<file path="config.mk">
export PLATFORM = sky130hd
export DESIGN_NAME = mac_accumulator
export DESIGN_NICKNAME = d
export VERILOG_FILES = /design/src/rtl/mac_accumulator.sv
export SDC_FILE = /design/constraint.sdc
export NUM_CORES = 1
export LEC_CHECK = 0
export ABC_AREA = 1
export CORE_MARGIN = 2
export CORE_UTILIZATION = 60
export CTS_CLUSTER_DIAMETER = 30
export DETAILED_ROUTE_END_ITERATION = 8
export HOLD_SLACK_MARGIN = 0.06
export PLACE_DENSITY = 0.84
export SLEW_MARGIN = 0
export SYNTH_ARGS = -nofsm -noshare
export SYNTH_HDL_FRONTEND = slang
export SYNTH_SLANG_ARGS = --single-unit
export TNS_END_PERCENT = 30
</file>
<file path="constraint.sdc">
create_clock -name clk -period 15.25 [get_ports clk]
set_input_delay 3.8125 -clock clk [delete_from_list [all_inputs] [get_ports clk]]
set_output_delay 3.8125 -clock clk [all_outputs]
set_load 0.03 [all_outputs]
</file>
<file path="src/rtl/mac_accumulator.sv">
// Streaming unsigned multiply-accumulate stage.
// Operand pairs arrive over a valid/ready handshake and are multiplied by an
// 8x8 unsigned multiplier. The products are summed into a wide accumulator.
// When the beat marked last has been summed, the dot product, the beat count
// and a sticky overflow flag are held on a valid/ready output port until the
// consumer takes them.

module unsigned_multiplier (
    input  logic [7:0]  a,
    input  logic [7:0]  b,
    output logic [15:0] product
);
    // Purely combinational 8x8 product; the consumer registers it.
    assign product = a * b;
endmodule

module mac_accumulator #(
    parameter int ACC_W = 24
) (
    input  logic             clk,
    input  logic             rst_n,
    input  logic             in_valid,
    output logic             in_ready,
    input  logic [7:0]       a,
    input  logic [7:0]       b,
    input  logic             in_last,
    output logic             out_valid,
    input  logic             out_ready,
    output logic [ACC_W-1:0] acc,
    output logic [15:0]      count,
    output logic             overflow
);

    typedef enum logic [1:0] {
        IDLE  = 2'd0,
        ACCUM = 2'd1,
        DONE  = 2'd2
    } state_t;

    state_t          state;
    logic [15:0]     product;
    logic [15:0]     prod_r;
    logic            last_r;
    logic            p_valid;
    logic            last_pend;
    logic            accept;
    logic [ACC_W:0]  sum;

    unsigned_multiplier u_mult (
        .a       (a),
        .b       (b),
        .product (product)
    );

    // Once a last beat is in the pipe, no further beats are taken until the
    // result has been handed off, so vectors can never interleave.
    assign in_ready  = rst_n && (state != DONE) && !last_pend;
    assign accept    = in_valid && in_ready;
    assign out_valid = (state == DONE);

    // One extra bit on the adder exposes the carry out of the accumulator.
    assign sum = {1'b0, acc} + {{(ACC_W + 1 - 16){1'b0}}, prod_r};

    // Stage 1: capture the product of each accepted beat along with its last marker.
    always_ff @(posedge clk) begin
        if (!rst_n) begin
            prod_r  <= '0;
            last_r  <= 1'b0;
            p_valid <= 1'b0;
        end else begin
            p_valid <= accept;
            if (accept) begin
                prod_r <= product;
                last_r <= in_last;
            end
        end
    end

    // Track that the final beat of the current vector has already been accepted.
    always_ff @(posedge clk) begin
        if (!rst_n) begin
            last_pend <= 1'b0;
        end else if (accept && in_last) begin
            last_pend <= 1'b1;
        end else if (state == DONE && out_ready) begin
            last_pend <= 1'b0;
        end
    end

    // Stage 2 and control: accumulate products, then hold the result until taken.
    always_ff @(posedge clk) begin
        if (!rst_n) begin
            state    <= IDLE;
            acc      <= '0;
            count    <= '0;
            overflow <= 1'b0;
        end else begin
            case (state)
                IDLE, ACCUM: begin
                    if (p_valid) begin
                        acc      <= sum[ACC_W-1:0];
                        count    <= (count == 16'hFFFF) ? count : count + 16'd1;
                        overflow <= overflow | sum[ACC_W];
                        state    <= last_r ? DONE : ACCUM;
                    end
                end
                DONE: begin
                    if (out_ready) begin
                        acc      <= '0;
                        count    <= '0;
                        overflow <= 1'b0;
                        state    <= IDLE;
                    end
                end
                default: begin
                    state <= IDLE;
                end
            endcase
        end
    end

endmodule

</file>
* After elaboration in Yosys (flattened, before gate mapping)
Cells that the tools add are included.
W data, S select, Z words.
** Storage, ports and cells
- Bits of input ports :: 21
- Output and inout bits :: 43
- Logic and storage cells :: 48
- Register bits :: 62
** Cells by class
- Add/sub/neg operators :: 2
- Multiply operators :: 1
- Bitwise gates (word level) :: 1
- Mux-type cells :: 16
- Equality and inequality tests :: 7
- Reduce and logical (&&, ||, !) cells :: 13
** Operator list (count)
- $mux W16 :: 3
- $mux W24 :: 2
- $pmux W24 S2 :: 1
- $pmux W16 S2 :: 1
- $add A24 B16 Y25 :: 1
- $add A16 B1 Y16 const B :: 1
- $eq A16 B16 Y1 const B :: 1
- $mul A8 B8 Y16 :: 1
- $mux W2 :: 3
- $ne A2 B2 Y1 const B :: 3
- $logic_and A1 B1 Y1 :: 5
- $mux W1 :: 4
- $pmux W2 S2 :: 1
- $reduce_and A4 Y1 :: 1
- $reduce_bool A2 Y1 :: 2
- $reduce_and A3 Y1 :: 1
- $eq A2 B1 Y1 const B :: 1
- $eq A2 B2 Y1 const B :: 1
- $logic_not A2 Y1 :: 1
- $ne A2 B1 Y1 const B :: 1
- $pmux W1 S2 :: 1
- $reduce_and A2 Y1 :: 1
- $reduce_or A2 Y1 :: 1
- $logic_not A1 Y1 :: 1
- $or A1 B1 Y1 :: 1

* Depth between registers and ports, before layout
- Depth after elaboration :: 6
- Gate-level depth with buffers :: 24
- Mapped depth without buffers :: 23

* Cells and area by module
From an unflattened synthesis, not the netlist that was laid out.
** Unflattened totals
- Cells, all modules :: 982
- Area total of the unflattened synthesis :: 6244.7 µm²
** By module, submodules not included
- mac_accumulator :: cells each 607, area an instance 3836.2 µm², instances 1, sequential area each 1241.2 µm²
- unsigned_multiplier :: cells each 375, area an instance 2408.6 µm², instances 1, sequential area each 0.0 µm²

* Worst setup path before layout
OpenSTA, ideal clock, no wires.
- Path kind :: input to output
- From :: input port rst_n
- To :: output port in_ready
- Required time :: 11.438 ns
- Path slack :: 7.241 ns
- Path buffers :: 0
- Data arrival time :: 4.196 ns
- Stages :: 2
- Cell sequence :: inv_2 nor3_4
** Between the ends
- Longest elaborated chain between the ends :: 2
** RTL lines
- from (decl) :: line 21 : input logic rst_n,
- $logic_and A1 B1 Y1 (2 in a row) :: line 57 : assign in_ready = rst_n && (state != DONE) && !last_pend;
- to (decl) :: line 23 : output logic in_ready,
No other way between the ends.

* Worst setup path in the final report
Same ends and word-level chain as after synthesis.

==> flow_summary.yaml <==
run_status:
  status: "complete, no violations"
critical_path:
  required_ns: 11.44
  worst-setup-path-type: "in -> out"
  cp_max_fo: 31
  ff2ff_path_depth: 10
  cp_data_arrival_time_ns: 5.99
  startpoint_type: "input pin"
  cp-end-kind: "output pin"
cts:
  clkSlewWorstSetupHoldPaths_ns: 0.08
  clock_latency_ns: 0.35
  clock_sinks: 62
  ctsResizeCount: 0
  cts.path.max_buffers: 2
  cts_max_level: 3
  cts_root_buffer: "clkbuf_8"
  post_cts_buffers: 0
  numCtsBuffers: 9
  cts_tree: "yes"
  hold_buffers: 0
sta:
  period_needed_ns: 9.807
  worst_pin_slew_ns: 0.5742
  hold_viol: 0
  tns_ns: 0
  rsz0062_at_grt: "false"
  drv_slew: 0
  setup-violations-final: 0
  slew_headroom: 0.6167
  fin_skew_ns: 0.01290
  fin_crit_sh: 0.6431
  finalWorstSetupSlack_ns: 5.443
  fmax_ghz: 0.1020
synth:
  synth_fa_ha_area_frac: 0.2334
  synthMuxAreaShare: 0
  ys_warn_count: 0
  ys_seq_elements: 62
  synth_top_family_by_area: "simple AND/OR/NAND/NOR gates"
  yosysTopAreaCellShare: 0.2063
  ys_seq_area_frac: 0.2063
  synth_area_leaders: "dfxtp_1, nand2_1, fa_1, inv_1, ha_1"
  synthCells: 923
  yosys.area_share.xor_xnor: 0.01456
  synth_top_area_cell: "dfxtp_1"
  synth-compound-area-share: 0.1025
  synth_area_mm2: 0.006016
  netlist-cell-type-count: 38
  synth_area_per_cell_um2: 6.518
  synth-simple-area-share: 0.2964
  synth_fp_nets: 1034
power_and_ir_drop:
  p_leak_nw: 3.714
  switching_share: 0.4006
  peakVddDrop_uv: 49.32
  power.density_mw_per_mm2: 87.92
  seq_power_share: 0.290
  clock_power_share: 0.266
  intPower_mw: 0.3636
  switchingPower_mw: 0.2430
  combPwrFrac: 0.444
global_routing:
  grt_max_degree: 32
  grt_pass1_vias: 5339
  grt_usage: 0.2580
  grt_pass1_wl_mm: 23.50
  grt_overflow_total: 0
  antenna_found_initial: 0
final_layout:
  n_antenna_cell: 0
  area_growth_pct: 14.68
  drive_gt1_frac: 0.03586
  num-nets-final: 1082
hold_path:
  holdCritPathClass: "reg -> reg"
  hold-path-cell-count: 1
routing:
  drcViolationCount: 0
  post_drt_via_cell_ratio: 5.098
  num_vias: 5654
  drt_wl_total_mm: 13.49
  wire_per_inst_um: 12.17
  ant_nets: 0
  drt_iter0_markers: 284
  drt_first_pass_iters: 5
floorplan:
  placementRows: 36
  core_region_area_mm2: 0.009774
  start_util: 0.6155
  fp.dieH_um: 104.1
  dieArea_mm2: 0.01084
  io_pins: 64
  dieWidth_um: 104.1
job:
  maxCapViolCount: 0
placed_design:
  hpwl_mm: 10.62
  gp_congestion: 0.9660
  pre_cts_ws_ns: 5.429
  portBuffers: 63
[cells in the final DEF, fill, tap and decap left out, types with 3 or more instances in the layout]
cell type and n:
a21oi_1 66, o21a_1 8, ha_1 53, nor2_1 59
or2_2 3, xnor2_1 3, o211ai_1 3, nor3_1 11
o21ai_0 21, dfxtp_1 62, nand2_2 4, xor2_1 7
nand2_1 275, fa_1 37, inv_2 6, clkdlybuf4s50_1 63
nand3_1 49, inv_1 193, o21bai_1 5, clkbuf_8 9
a31oi_1 3, nand3b_1 5, nand4_1 10
[critical path, stage by stage]
cell and delay (ns):
clkdlybuf4s50_1 0.81, inv_2 0.39, nor3_4 0.28, clkdlybuf4s50_1 0.70
[through the flow]
| step | cells | total power, mW | hold WS (ns) | area (um2) | util |
|---|---|---|---|---|---|
| 3_3_place_gp | 1093 | 0.4390 | 0.4167 | 6685 | 0.6839 |
| 4_1_cts | 1109 | 0.6088 | 0.4291 | 6899 | 0.7058 |
| 3_5_place_dp | 1093 | 0.4479 | 0.4223 | 6685 | 0.6839 |
| 6_report | 1109 | 0.6066 | 0.4329 | 6899 | 0.7058 |
| 5_1_grt | 1109 | 0.6597 | 0.4564 | 6899 | 0.7058 |
| 2_1_floorplan | 923 | 0.3895 | 0.4068 | 6016 | - |
[metal layers]
metal	routed length (um)	share of wire	track usage	vias up
met1	6127	0.45	0.3207	2582
met5	0	0	0	-
met3	527	0.039	0.03383	17
met2	6654	0.49	0.4648	119
li1	-	-	-	2936
met4	184	0.014	0.07819	0
[power groups by stage]
stage | registers, mW | clock network (mW) | logic [mW]
CTS | 0.176 | 0.163 | 0.271
detailed placement | 0.179 | 0 | 0.269
global route | 0.176 | 0.168 | 0.316
floorplan | 0.182 | 0 | 0.208
finish | 0.176 | 0.162 | 0.269
global placement | 0.179 | 0 | 0.260
[logic make-up (layout without fill, tap and decap cells)]
family	after synthesis	count (layout)
AND/OR/NAND/NOR	423	423
buffers and inverters	226	279
AO/OA/AOI/OAI	112	112
adder cells (fa/ha/maj)	90	90
flip-flops	62	62
XOR/XNOR	10	10
[final cells by class]
class | instances | area (um2)
timing repair buffer | 63 | 630.6
sequential | 62 | 1241
clock buffer | 10 | 127.6
fill | 846 | 2875
multi-input combinational | 635 | 3891
inverter | 200 | 755.7
clock inverter | 6 | 86.33
tap | 133 | 166.4
[synthesized netlist by cell type, drive strengths merged]
cell type and instances:
nor3 12, xnor2 3, nand2 280, a21o 1
nand4 11, xor2 7, buf 7, inv 199
fa 37, nand3b 5, o21ai 23, dfxtp 62
a211o 1, clkbuf 19, nand3 49, o21bai 5
a21oi 66, nor2 62, a31oi 3, o211ai 3
or2 3, a211oi 1, nor3b 1, ha 53
clkinv 1, o21a 8, o32ai 1
[state kept, by name, summed over array words and instances, names as in the netlist]
name	cells
acc	24
overflow	1
state	2
p_valid	1
last_r	1
count	16
last_pend	1
prod_r	16
[path summary, 6_finish.rpt]
kind	end	from	slack (ns)
worst max register to register	overflow	acc[0]	13.18
worst min-delay path	state[0]	last_r	0.43
worst max-delay path	in_ready	rst_n	5.44
worst min register to register	state[0]	last_r	0.43
Note: power is estimated with default switching activity, not from simulation.
